===== config.mk =====
export PLATFORM = sky130hd
export DESIGN_NAME = me_array_sequencer_flat
export DESIGN_NICKNAME = d
export VERILOG_FILES = /design/src/rtl/me_array_sequencer_if.sv /design/src/rtl/me_array_sequencer.sv /design/src/flat_wrapper.sv
export SDC_FILE = /design/constraint.sdc
export NUM_CORES = 1
export LEC_CHECK = 0
export CELL_PAD_IN_SITES_DETAIL_PLACEMENT = 1
export CELL_PAD_IN_SITES_GLOBAL_PLACEMENT = 1
export CORE_ASPECT_RATIO = 0.8
export CORE_MARGIN = 5
export CORE_UTILIZATION = 30
export CTS_CLUSTER_DIAMETER = 30
export CTS_CLUSTER_SIZE = 25
export DETAILED_ROUTE_END_ITERATION = 8
export GPL_ROUTABILITY_DRIVEN = 0
export PLACE_DENSITY = 0.64
export SLEW_MARGIN = 5
export SYNTH_ARGS = -nofsm -noshare
export SYNTH_HDL_FRONTEND = slang
export SYNTH_SLANG_ARGS = --single-unit

===== constraint.sdc =====
create_clock -name clock -period 3.7 [get_ports clock]
set_input_delay 0.74 -clock clock [delete_from_list [all_inputs] [get_ports clock]]
set_output_delay 0.74 -clock clock [all_outputs]
set_load 0.05 [all_outputs]

===== src/rtl/me_array_sequencer_if.sv =====
// Control/address bus between me_array_sequencer (master) and the frame buffer / PE chain (slave).
// The best-vector signals exist only when ME_BEST_MV_EN is defined.
interface me_array_sequencer_if #(
  parameter int BLK = 4,
`ifdef ME_BEST_MV_EN
  parameter int DW  = 16,
`endif
  parameter int NV  = 4
);
  localparam int RAW = (BLK * BLK > 1) ? $clog2(BLK * BLK) : 1;
  localparam int SAW = $clog2(2 * BLK * (NV + BLK - 1));
  localparam int DYW = (NV > 1) ? $clog2(NV) : 1;
`ifdef ME_BEST_MV_EN
  localparam int DXW = (BLK > 1) ? $clog2(BLK) : 1;
`endif

  logic           start;
  logic           busy;
  logic           done;
  logic [RAW-1:0] r_addr;
  logic [SAW-1:0] s1_addr;
  logic [SAW-1:0] s2_addr;
  logic [BLK-1:0] s1s2_mux;
  logic [BLK-1:0] new_dist;
  logic [BLK-1:0] acc_capture;
  logic [DYW-1:0] cand_dy;
`ifdef ME_BEST_MV_EN
  logic [BLK*DW-1:0] accumulate_bus;
  logic [DXW-1:0]    best_dx;
  logic [DYW-1:0]    best_dy;
  logic [DW-1:0]     best_sad;
`endif

  modport master (
`ifdef ME_BEST_MV_EN
    input  accumulate_bus,
    output best_dx, best_dy, best_sad,
`endif
    input  start,
    output busy, done, r_addr, s1_addr, s2_addr, s1s2_mux, new_dist, acc_capture, cand_dy
  );

  modport slave (
`ifdef ME_BEST_MV_EN
    output accumulate_bus,
    input  best_dx, best_dy, best_sad,
`endif
    output start,
    input  busy, done, r_addr, s1_addr, s2_addr, s1s2_mux, new_dist, acc_capture, cand_dy
  );
endinterface


===== src/rtl/me_array_sequencer.sv =====
// Sequencer for a 1-D motion-estimation array of BLK PEs: per search row v it issues reference/search
// addresses, per-PE s1/s2 select and restart controls, and SAD capture strobes. Best-vector tracking: ME_BEST_MV_EN.
module me_array_sequencer #(
  parameter int BLK    = 4,
  parameter int NV     = 4,
`ifdef ME_BEST_MV_EN
  parameter int DW     = 16,
`endif
  parameter int PE_LAT = 1
) (
  input logic                  clock,
  input logic                  reset,
  me_array_sequencer_if.master bus
);
  localparam int SW   = 2 * BLK;
  localparam int NPIX = BLK * BLK;
  localparam int L    = NPIX + BLK - 1 + PE_LAT;
  localparam int TW   = (L > 1) ? $clog2(L) : 1;
  localparam int RAW  = (NPIX > 1) ? $clog2(NPIX) : 1;
  localparam int SAW  = $clog2(SW * (NV + BLK - 1));
  localparam int DYW  = (NV > 1) ? $clog2(NV) : 1;

  typedef enum logic [1:0] {
    S_IDLE  = 2'd0,
    S_RUN   = 2'd1,
    S_DRAIN = 2'd2
  } state_e;

  state_e         state_q, state_d;
  logic [TW-1:0]  t_q, t_d;
  logic [DYW-1:0] v_q, v_d;
  logic           busy_q, busy_d;
  logic           done_q, done_d;
  logic [RAW-1:0] r_addr_q, r_addr_d;
  logic [SAW-1:0] s1_addr_q, s1_addr_d;
  logic [SAW-1:0] s2_addr_q, s2_addr_d;
  logic [BLK-1:0] mux_q, mux_d;
  logic [BLK-1:0] new_dist_q, new_dist_d;
  logic [BLK-1:0] acc_capture_q, acc_capture_d;
  logic [DYW-1:0] cand_dy_q, cand_dy_d;

  // Pass/row sequencing: RUN covers t=0..BLK*BLK-1, DRAIN finishes the pass up to t=L-1.
  always_comb begin
    state_d = state_q;
    t_d     = t_q;
    v_d     = v_q;
    done_d  = 1'b0;
    case (state_q)
      S_IDLE: begin
        if (bus.start) begin
          state_d = S_RUN;
          t_d     = '0;
          v_d     = '0;
        end else begin
          state_d = S_IDLE;
        end
      end
      S_RUN: begin
        t_d = t_q + TW'(1);
        if (t_q == TW'(NPIX - 1)) begin
          state_d = S_DRAIN;
        end else begin
          state_d = S_RUN;
        end
      end
      S_DRAIN: begin
        if (t_q == TW'(L - 1)) begin
          t_d = '0;
          if (v_q == DYW'(NV - 1)) begin
            state_d = S_IDLE;
            v_d     = '0;
            done_d  = 1'b1;
          end else begin
            state_d = S_RUN;
            v_d     = v_q + DYW'(1);
          end
        end else begin
          t_d = t_q + TW'(1);
        end
      end
      default: begin
        state_d = S_IDLE;
        t_d     = '0;
        v_d     = '0;
      end
    endcase
  end

  // Output values for the (state, t, v) being entered, so the registers hold them during cycle t.
  always_comb begin
    int ti;
    int vi;
    int row;
    int col;
    ti            = int'(t_d);
    vi            = int'(v_d);
    row           = ti / BLK;
    col           = ti % BLK;
    busy_d        = (state_d != S_IDLE);
    r_addr_d      = '0;
    s1_addr_d     = '0;
    s2_addr_d     = '0;
    mux_d         = '0;
    new_dist_d    = '0;
    acc_capture_d = '0;
    cand_dy_d     = '0;
    if (busy_d) begin
      cand_dy_d = v_d;
      if (state_d == S_RUN) begin
        r_addr_d  = RAW'(ti);
        s1_addr_d = SAW'((vi + row) * SW + col);
      end else begin
        r_addr_d  = '0;
        s1_addr_d = '0;
      end
      if ((row >= 1) && (row <= BLK)) begin
        s2_addr_d = SAW'((vi + row - 1) * SW + col + BLK);
      end else begin
        s2_addr_d = '0;
      end
      // PE k sees the reference stream k cycles late; it stays on s1 until its row column wraps.
      for (int k = 0; k < BLK; k++) begin
        if (ti >= k) begin
          mux_d[k] = ((((ti - k) % BLK) + k) < BLK);
        end else begin
          mux_d[k] = 1'b1;
        end
        new_dist_d[k]    = (state_d == S_RUN) && (ti == k);
        acc_capture_d[k] = (ti == NPIX - 1 + k + PE_LAT);
      end
    end else begin
      cand_dy_d = '0;
    end
  end

`ifdef ME_BEST_MV_EN
  localparam int DXW = (BLK > 1) ? $clog2(BLK) : 1;

  logic [DXW-1:0] best_dx_q, best_dx_d;
  logic [DYW-1:0] best_dy_q, best_dy_d;
  logic [DW-1:0]  best_sad_q, best_sad_d;
  logic [DXW-1:0] sel_k_s;
  logic [DW-1:0]  sel_sad_s;

  // Capture strobes are one-hot in (v, k) order; strict less-than keeps the earlier candidate on ties.
  always_comb begin
    sel_k_s    = '0;
    sel_sad_s  = '0;
    best_dx_d  = best_dx_q;
    best_dy_d  = best_dy_q;
    best_sad_d = best_sad_q;
    for (int k = 0; k < BLK; k++) begin
      sel_k_s   = sel_k_s | ({DXW{acc_capture_q[k]}} & DXW'(k));
      sel_sad_s = sel_sad_s | ({DW{acc_capture_q[k]}} & bus.accumulate_bus[k*DW +: DW]);
    end
    if (state_q == S_IDLE) begin
      if (bus.start) begin
        best_dx_d  = '0;
        best_dy_d  = '0;
        best_sad_d = '1;
      end else begin
        best_sad_d = best_sad_q;
      end
    end else if ((|acc_capture_q) && (sel_sad_s < best_sad_q)) begin
      best_dx_d  = sel_k_s;
      best_dy_d  = cand_dy_q;
      best_sad_d = sel_sad_s;
    end else begin
      best_sad_d = best_sad_q;
    end
  end
`endif

  // State, counters and every registered output.
  always_ff @(posedge clock) begin
    if (reset) begin
      state_q       <= S_IDLE;
      t_q           <= '0;
      v_q           <= '0;
      busy_q        <= 1'b0;
      done_q        <= 1'b0;
      r_addr_q      <= '0;
      s1_addr_q     <= '0;
      s2_addr_q     <= '0;
      mux_q         <= '0;
      new_dist_q    <= '0;
      acc_capture_q <= '0;
      cand_dy_q     <= '0;
`ifdef ME_BEST_MV_EN
      best_dx_q     <= '0;
      best_dy_q     <= '0;
      best_sad_q    <= '0;
`endif
    end else begin
      state_q       <= state_d;
      t_q           <= t_d;
      v_q           <= v_d;
      busy_q        <= busy_d;
      done_q        <= done_d;
      r_addr_q      <= r_addr_d;
      s1_addr_q     <= s1_addr_d;
      s2_addr_q     <= s2_addr_d;
      mux_q         <= mux_d;
      new_dist_q    <= new_dist_d;
      acc_capture_q <= acc_capture_d;
      cand_dy_q     <= cand_dy_d;
`ifdef ME_BEST_MV_EN
      best_dx_q     <= best_dx_d;
      best_dy_q     <= best_dy_d;
      best_sad_q    <= best_sad_d;
`endif
    end
  end

  assign bus.busy        = busy_q;
  assign bus.done        = done_q;
  assign bus.r_addr      = r_addr_q;
  assign bus.s1_addr     = s1_addr_q;
  assign bus.s2_addr     = s2_addr_q;
  assign bus.s1s2_mux    = mux_q;
  assign bus.new_dist    = new_dist_q;
  assign bus.acc_capture = acc_capture_q;
  assign bus.cand_dy     = cand_dy_q;
`ifdef ME_BEST_MV_EN
  assign bus.best_dx     = best_dx_q;
  assign bus.best_dy     = best_dy_q;
  assign bus.best_sad    = best_sad_q;
`endif
endmodule


===== src/flat_wrapper.sv =====
// flat-port wrapper written by rule: the top's interface ports become plain ports
module me_array_sequencer_flat 
#(
  parameter int BLK    = 4,
  parameter int NV     = 4,

  parameter int PE_LAT = 1
)
  (clock, reset, bus_start, bus_busy, bus_done, bus_r_addr, bus_s1_addr, bus_s2_addr, bus_s1s2_mux, bus_new_dist, bus_acc_capture, bus_cand_dy);
  me_array_sequencer_if #(.BLK(BLK), .NV(NV)) bus_i ();
  input logic clock;
  input logic reset;
  input wire logic [$bits(bus_i.start)-1:0] bus_start;
  output wire logic [$bits(bus_i.busy)-1:0] bus_busy;
  output wire logic [$bits(bus_i.done)-1:0] bus_done;
  output wire logic [$bits(bus_i.r_addr)-1:0] bus_r_addr;
  output wire logic [$bits(bus_i.s1_addr)-1:0] bus_s1_addr;
  output wire logic [$bits(bus_i.s2_addr)-1:0] bus_s2_addr;
  output wire logic [$bits(bus_i.s1s2_mux)-1:0] bus_s1s2_mux;
  output wire logic [$bits(bus_i.new_dist)-1:0] bus_new_dist;
  output wire logic [$bits(bus_i.acc_capture)-1:0] bus_acc_capture;
  output wire logic [$bits(bus_i.cand_dy)-1:0] bus_cand_dy;
  assign bus_i.start = bus_start;
  assign bus_busy = bus_i.busy;
  assign bus_done = bus_i.done;
  assign bus_r_addr = bus_i.r_addr;
  assign bus_s1_addr = bus_i.s1_addr;
  assign bus_s2_addr = bus_i.s2_addr;
  assign bus_s1s2_mux = bus_i.s1s2_mux;
  assign bus_new_dist = bus_i.new_dist;
  assign bus_acc_capture = bus_i.acc_capture;
  assign bus_cand_dy = bus_i.cand_dy;
  me_array_sequencer #(.BLK(BLK), .NV(NV), .PE_LAT(PE_LAT)) u_core (.clock(clock), .reset(reset), .bus(bus_i));
endmodule

==> out/metrics.csv <==
metric;value;unit
status;finished, final reports clean;
tightest_slew;0.552;ns
fin_tns_setup;0;ns
cts-root-buf;clkbuf_8;
die_x;92.9;um
dr.pass1.iters;4;
postCtsHoldBufs;0;
grt_max_degree;15;
drt_wl_total;3870;um
die_h;76.3;um
cap_violations;0;
power_density;446;mW/mm2
vias_per_cell;4.67;
post-cts-setup-buffers;0;
cts_max_level;2;
skew;0.0115;ns
antenna_found_initial;0;
dieArea;0.00709;mm2
antenna_cells;0;
min_period;3.18;ns
end_kind;flop;
arrival;3.34;ns
grt_overflow;0;
num_rows;24;
tritoncts;built;
instances_no_fill;264;
vias;1234;
setup_viol;0;
final_cell_mix;38 x dfxtp_1, 33 x clkdlybuf4s50_1, 21 x nor2_1;
hold_viol_final;0;
initial_core_util;0.305;
cts-resized-gates;0;
fmax;0.315;GHz
setup_slack;0.525;ns
vdd_drop_max;0.189;mV
drive_gt1_frac;0.126;
area_growth;29.0;%
cts_buffer_depth;2;
synthDistinctLibCells;41;
design_area;0.00213;mm2
core_area;0.00541;mm2
dp_slack;0.202;ns
reg2reg_depth;11;
required;3.86;ns
clock_latency;0.29;ns
synth.avg_cell_area;9.88;um2
grt_pass1_vias;1355;
route.detailed.drc;0;
fin_crit_sh;0.858;
yosysWarnings;0;
netlist_area;0.00165;mm2
cts_sinks;38;
p_leak;0.913;nW
ios;35;
finalMaxSlewViolations;0;
start_kind;input port;
portBuffers;33;
slew_headroom;0.631;
crit_type;in -> reg;
placed_area;0.00199;mm2
groute.usage.overall;0.118;
wire_per_inst;14.7;um
grt_pass1_wl;6680;um
timing.hold.worst.class;reg -> reg;
dpl.hpwl;2900;um
drtIter0Drc;53;
ant_nets;0;
path_max_fanout;4;
dp_cells;256;
numCtsBuffers;5;
syn-num-nets;182;
synth_seq_cells;38;
hold_depth;2;
clk_pin_slew;0.08;ns
mostFrequentLayoutCell;dfxtp_1;
synth_cells;167;
rsz0062_at_grt;false;
ys_seq_area_frac;0.461;
layout.nets;213;
cell families (layout without fill, tap and decap cells):
group / count (synthesis) / count (layout) / synth area share
other cells: 1 / 1 / 0.00227
mux: 2 / 2 / 0.0121
flops: 38 / 38 / 0.461
xor+xnor: 4 / 4 / 0.0212
compound gates: 24 / 24 / 0.130
fa+ha+maj: 12 / 12 / 0.0955
simple gates: 65 / 65 / 0.207
buf+inv: 21 / 53 / 0.0705
synth_stat cells:
cell type | count | area, um2
fa_1 | 1 | 20.0
inv_2 | 2 | 7.51
a21oi_1 | 7 | 35.0
a22oi_4 | 1 | 21.3
a22oi_1 | 1 | 7.51
o32a_1 | 1 | 10.0
o311ai_2 | 1 | 16.3
nand4bb_1 | 1 | 11.3
nor2_1 | 21 | 78.8
dfxtp_1 | 38 | 761
o21ai_2 | 2 | 17.5
o22a_4 | 1 | 17.5
a21boi_0 | 1 | 7.51
ha_1 | 11 | 138
a211oi_1 | 1 | 7.51
o22a_1 | 2 | 17.5
or2b_2 | 2 | 17.5
a21bo_1 | 1 | 10.0
clkbuf_1 | 2 | 7.51
mux2i_1 | 2 | 20.0
nand2b_1 | 1 | 6.26
xnor2_1 | 2 | 17.5
buf_4 | 4 | 30.0
nor2b_1 | 5 | 31.3
xor2_1 | 2 | 17.5
conb_1 | 1 | 3.75
and2_1 | 6 | 37.5
or3_1 | 1 | 6.26
or2_2 | 3 | 18.8
a211oi_2 | 1 | 12.5
and3_2 | 1 | 7.51
buf_6 | 3 | 33.8
and4bb_2 | 1 | 12.5
a221oi_2 | 1 | 15.0
o21ba_2 | 1 | 10.0
nand2_1 | 6 | 22.5
and3_1 | 5 | 31.3
nand3_1 | 2 | 10.0
nor3_1 | 10 | 50.1
o21ai_0 | 2 | 10.0
inv_1 | 10 | 37.5
per-layer routing:
metal | GRT usage | vias to the layer above | share of wire
li1 | - | 614 | -
met1 | 0.153 | 596 | 0.49
met2 | 0.191 | 20 | 0.46
met3 | 0.0365 | 4 | 0.041
met4 | 0.0307 | 0 | 0.0067
met5 | 0 | - | 0
flip-flops by register name (all words and copies together) (netlist names), 2 cells and up:
| register | cells |
|---|---|
| u_core.bus.s1s2_mux | 4 |
| u_core.bus.cand_dy | 2 |
| u_core.bus.s1_addr | 3 |
| u_core.bus.acc_capture | 4 |
| u_core.v_q | 2 |
| u_core.state_q | 2 |
| u_core.t_q | 5 |
| u_core.bus.new_dist | 4 |
| u_core.bus.r_addr | 4 |
| u_core.bus.s2_addr | 6 |
final timing paths:
path | startpoint | endpoint | slack [ns]
min reg2reg | u_core.t_q[1]$_SDFF_PP0_ | u_core.t_q[1]$_SDFF_PP0_ | 0.67
min | u_core.t_q[1]$_SDFF_PP0_ | u_core.t_q[1]$_SDFF_PP0_ | 0.67
max reg2reg | u_core.t_q[0]$_SDFF_PP0_ | u_core.bus.s2_addr[5]$_SDFF_PP0_ | 0.79
max | bus_start | u_core.bus.s2_addr[5]$_SDFF_PP0_ | 0.52
worst max-delay path, stage by stage:
cell,delay (ns)
clkdlybuf4s50_1,0.53
nor2_1,0.12
o311ai_2,0.30
a21boi_0,0.36
inv_1,0.09
ha_1,0.21
fa_1,0.48
inv_1,0.06
ha_1,0.20
xnor2_1,0.20
nor3_1,0.07
layout make-up:
class	instances	area, um2
Timing Repair Buffer	33	330
Fill cell	605	3280
Clock buffer	5	68.8
Multi-Input combinational cell	108	773
Tap cell	65	81.3
Sequential cell	38	761
Clock inverter	3	68.8
Inverter	12	45.0
per-stage QoR:
stage	utilization	hold WS (ns)	power (W)
after floorplan	-	0.595	0.000510
after global placement	0.368	0.643	0.000535
after detailed placement	0.368	0.670	0.000537
after CTS	0.394	0.690	0.000961
after global routing	0.394	0.728	0.000991
final	0.394	0.673	0.000950
where the power goes:
| part | switching (W) | total [W] | leakage, nW | internal (W) |
|---|---|---|---|---|
| clock network | 0.000153 | 0.000423 | 0.0683 | 0.000270 |
| logic | 0.0000681 | 0.000102 | 0.536 | 0.0000343 |
| registers | 0.00000610 | 0.000424 | 0.309 | 0.000418 |
No activity file was read; power rests on OpenSTA's default activity.
==> variant 1, RTL diff (config.mk and constraints unchanged) <==
`BLK` is set to 4 in 3 places; all go to 2.
--- a/src/rtl/me_array_sequencer_if.sv
+++ b/src/rtl/me_array_sequencer_if.sv
@@ -1,7 +1,7 @@
 // Control/address bus between me_array_sequencer (master) and the frame buffer / PE chain (slave).
 // The best-vector signals exist only when ME_BEST_MV_EN is defined.
 interface me_array_sequencer_if #(
-  parameter int BLK = 4,
+  parameter int BLK = 2,
 `ifdef ME_BEST_MV_EN
   parameter int DW  = 16,
 `endif
--- a/src/rtl/me_array_sequencer.sv
+++ b/src/rtl/me_array_sequencer.sv
@@ -1,7 +1,7 @@
 // Sequencer for a 1-D motion-estimation array of BLK PEs: per search row v it issues reference/search
 // addresses, per-PE s1/s2 select and restart controls, and SAD capture strobes. Best-vector tracking: ME_BEST_MV_EN.
 module me_array_sequencer #(
-  parameter int BLK    = 4,
+  parameter int BLK    = 2,
   parameter int NV     = 4,
 `ifdef ME_BEST_MV_EN
   parameter int DW     = 16,
--- a/src/flat_wrapper.sv
+++ b/src/flat_wrapper.sv
@@ -1,7 +1,7 @@
 // flat-port wrapper written by rule: the top's interface ports become plain ports
 module me_array_sequencer_flat 
 #(
-  parameter int BLK    = 4,
+  parameter int BLK    = 2,
   parameter int NV     = 4,
 
   parameter int PE_LAT = 1
Interface: changed (6 resized); port bits go from 35 to 25. The function was not compared with the original's and may differ.
==> variant 1 against the unedited design <==
Via count fell by 34%. First-iteration DRC count fell by 55%. Synthesized area fell by 35%. Sequential cell count fell by 11. Final area fell by 35%. Count of clock-buffer cells in the layout fell by 1. Wire length fell by 38%. Power fell by 43%. Clock power fell by 62%. Worst setup slack improved by 380 ps. Highest routed layer unchanged.
==> variant 1: results (changes against the unedited design) <==
Placed Cells: 173 (-32%)
DR iter-0 viols: 24 (-55%)
H-tree depth: 1 (-1)
GRT Overall Usage: 10.4% (-1.4 points)
Global Route met3 Usage: 3.28% (-0.38 points)
first-pass GRT wire length: 4170 um (-38%)
share of cells above drive strength 1: 11.1% (-1.5 points)
top cells by area, synth: dfxtp_1 50%, ha_1 9.3%, nor2_1 6.6%
CP max-delay cell: fa_1
internal power: 0.400 mW (-45%)
Synth cell types: 30 (-27%)
synthesized area per cell: 9.71 um^2 (-1.8%)
top cells by count, synth: 27 x dfxtp_1, 19 x nor2_1, 14 x inv_1, 8 x ha_1, 7 x a21oi_1
P_sw: 0.143 mW (-37%)
nets: 148 (-31%)
Inverters: 15 (+3)
Clock-cell share: 3.25% (-3.2 points)
hold endpoint: u_core.v_q[0]$_SDFF_PP0_
non-clock buffer total of the final layout: 23 (-30%)
sequential area share after synthesis: 50.2% (+4.1 points)
FF/Latch Area: 541 um^2 (-29%)
RR Startpoint: u_core.t_q[1]$_SDFF_PP0_
WHS: 645 ps (-27.4 ps)
Reg2Reg Depth: 12 (+1)
met1 wire length: 1120 um (-41%)
post-route cell area: 1390 um^2 (-35%)
status: finished, final reports clean
Via-to-Cell Ratio: 4.59 (-1.7%)
Multi-input gate area: 462 um^2 (-40%)
met3 wire length: 94 um (-40%)
clock skew: 2.64 ps (-8.88 ps)
max FFs per register: 5 (-1)
TritonCTS Buffers: 3 (-2)
R2R setup slack: 900 ps (+110 ps)
worst hold start: u_core.v_q[0]$_SDFF_PP0_
Combinational Power: 0.0762 mW (-25%)
peak supply drop: 0.248 mV (+31%)
DR WL met2: 1170 um (-35%)
max_slew headroom: 52.6% (-11 points)
buffers added on ports: 23 (-30%)
number of sequential cells: 27 (-29%)
Clk Latency, worst-skew pair: 270 ps (-20 ps)
post-DR wirelength/cell: 13.6 um (-7.2%)
FILL cells: 392 (-35%)
met2 Usage GRT: 18.0% (-1.1 points)
Seq power: 0.304 mW (-28%)
R2R Path End: u_core.bus.s2_addr[4]$_SDFF_PP0_
DP Area: 1340 um^2 (-33%)
met1 Usage GRT: 12.2% (-3.1 points)
via count: 813 (-34%)
-- variant 1: how the worst max path moves through the flow --
stage | end | slack (ps) | depth (start not counted)
3_3_place_gp | u_core.bus.s2_addr[4]$_SDFF_PP0_ | 700 | 11
3_5_place_dp | u_core.bus.s2_addr[4]$_SDFF_PP0_ | 640 | 11
4_1_cts | u_core.bus.s2_addr[4]$_SDFF_PP0_ | 850 | 12
6_report | u_core.bus.s2_addr[4]$_SDFF_PP0_ | 900 | 12
5_1_grt | u_core.bus.s2_addr[4]$_SDFF_PP0_ | 720 | 12
2_1_floorplan | u_core.bus.s2_addr[4]$_SDFF_PP0_ | 1170 | 12
-- variant 1: cell families (layout without fill, tap and decap cells) --
group	count (synthesis)	in the layout	synth area share [%]
AO/OA/AOI/OAI	12	12	6.97
XOR/XNOR	1	1	0.813
adder cells (fa/ha/maj)	9	9	11.2
multiplexers	2	2	2.09
buffers and inverters	18	42	6.97
flip-flops	27	27	50.2
other	1	1	0.348
AND/OR/NAND/NOR	41	41	21.5
==> variant 2, RTL diff (same flow settings) <==
Made on the original files. Take the reset off `t_q`, `r_addr_q`, `s1_addr_q` and `s2_addr_q` and load them in a clocked block of their own.
--- a/src/rtl/me_array_sequencer.sv
+++ b/src/rtl/me_array_sequencer.sv
@@ -175,13 +175,9 @@
   always_ff @(posedge clock) begin
     if (reset) begin
       state_q       <= S_IDLE;
-      t_q           <= '0;
       v_q           <= '0;
       busy_q        <= 1'b0;
       done_q        <= 1'b0;
-      r_addr_q      <= '0;
-      s1_addr_q     <= '0;
-      s2_addr_q     <= '0;
       mux_q         <= '0;
       new_dist_q    <= '0;
       acc_capture_q <= '0;
@@ -193,13 +189,9 @@
 `endif
     end else begin
       state_q       <= state_d;
-      t_q           <= t_d;
       v_q           <= v_d;
       busy_q        <= busy_d;
       done_q        <= done_d;
-      r_addr_q      <= r_addr_d;
-      s1_addr_q     <= s1_addr_d;
-      s2_addr_q     <= s2_addr_d;
       mux_q         <= mux_d;
       new_dist_q    <= new_dist_d;
       acc_capture_q <= acc_capture_d;
@@ -210,6 +202,13 @@
       best_sad_q    <= best_sad_d;
 `endif
     end
+  end
+
+  always_ff @(posedge clock) begin
+    t_q       <= t_d;
+    r_addr_q  <= r_addr_d;
+    s1_addr_q <= s1_addr_d;
+    s2_addr_q <= s2_addr_d;
   end
 
   assign bus.busy        = busy_q;
Behaviour: differs if reset is asserted again (counterexample within 4 cycles, from zero or initial values and one cycle with reset high); with reset held inactive, the same outputs for 10 cycles.
==> variant 2 against the unedited design <==
Final area rose by 1.8%. Worst setup slack worse by 120 ps. Wire length rose by 11%. Synthesized area grew 2.4%. Register-to-register slack worse by 390 ps. Sequential cell count unchanged. Highest routed layer unchanged.
Power is not compared: it rests on default switching activity, and its combinational part moved more than twofold at a synthesized area within 25%.
==> variant 2: results (changes against the unedited design) <==
status: finished, final reports clean
CP max-delay cell: dfxtp_1
Largest stage delay, worst path: 490 ps (-40 ps)
Synth cell types: 47 (+15%)
top cells by count, synth: 38 x dfxtp_1, 23 x nor2_1, 14 x a21oi_1, 13 x inv_1, 11 x ha_1
Worst-Margin Slew: 697 ps (+145 ps)
CP max FO: 9 (+5)
first-pass GRT wire length: 7300 um (+9.3%)
DP Wirelength: 3230 um (+11%)
met1 wire length: 2210 um (+17%)
Placed Cells: 285 (+11%)
clk root buf: clkbuf_8
worst path arrival time: 3520 ps (+180 ps)
largest net degree at the start of global routing: 19 (+4)
vias in the first global route: 1380 (+1.8%)
DR iter-0 viols: 138 (+160%)
share of cells above drive strength 1: 8.37% (-4.2 points)
synthesized area per cell: 9.28 um^2 (-6.1%)
Post-Synth XOR/XNOR Area: 1.56% (-0.57 points)
top cells by area, synth: dfxtp_1 45%, ha_1 8.1%, nor2_1 5.1%
fin cells: 293 (+11%)
drt total wl: 4300 um (+11%)
GRT Overall Usage: 12.8% (+1.0 points)
met2 Usage GRT: 18.1% (-0.98 points)
adder-cell share of the synthesized area: 9.33% (-0.22 points)
Synth Area in Compound Gates: 13.6% (+0.59 points)
DR WL met2: 1780 um (-1.3%)
mux share of post-synthesis cell area: 0% (-1.2 points)
Global Route met3 Usage: 4.01% (+0.36 points)
nets: 229 (+7.5%)
dpl ws: 192 ps (-9.54 ps)
met1 Usage GRT: 19.0% (+3.7 points)
met3 wire length: 292 um (+86%)
clock skew: 2.79 ps (-8.74 ps)
sequential area share after synthesis: 45.0% (-1.1 points)
## variant 2: changes by cell type in the layout (fill, tap and decap cells not counted), sizes merged, moves of 3 or more
cell    delta
nor3b      +3
nor3       -3
a21oi      +8
and3       -4
nand2b     +4
## variant 2: path summary, 6_finish.rpt
path	start	endpoint	slack, ps	depth (start not counted)
max	u_core.t_q[0]$_DFF_P_	u_core.bus.s2_addr[5]$_SDFF_PN0_	400	12
min	u_core.v_q[1]$_SDFF_PP0_	u_core.v_q[1]$_SDFF_PP0_	660	2
max reg2reg	u_core.t_q[0]$_DFF_P_	u_core.bus.s2_addr[5]$_SDFF_PN0_	400	12
min reg2reg	u_core.v_q[1]$_SDFF_PP0_	u_core.v_q[1]$_SDFF_PP0_	660	2
## variant 2: cells by family (layout without fill, tap and decap cells)
logic type | after synthesis | count (layout)
buffers and inverters | 23 | 56
adders and majority gates | 12 | 12
and+or+nand+nor | 72 | 72
DFF | 38 | 38
xor gates and xnor gates | 3 | 3
other | 1 | 1
AOI/OAI and AO/OA | 33 | 33
## variant 2: area by class of cell
cell class                 count  share of cell area [%]
tap                           78                    4.50
inverter                      13                    2.25
multi-input combinational    121                    37.8
timing repair buffer          35                    15.9
clock buffer                   6                    3.81
clock inverter                 2                   0.577
sequential                    38                    35.1
## variant 2: per-stage QoR
stage               instance area [um^2]  utilization (%)
floorplan                           1690                -
global placement                    2070             37.9
detailed placement                  2070             37.9
CTS                                 2170             39.7
global route                        2170             39.7
finish                              2170             39.7
## variant 2: tightest hold or removal path: stages, from the launching register on
cell and delay (ps):
dfxtp_1 370, a21oi_1 150, nor2_1 100
## variant 2: power breakdown
group | internal, mW | switching (mW)
combinational | 0.0879 | 0.161
sequential | 0.435 | 0.0212
clock | 0.150 | 0.143
total | 0.672 | 0.325
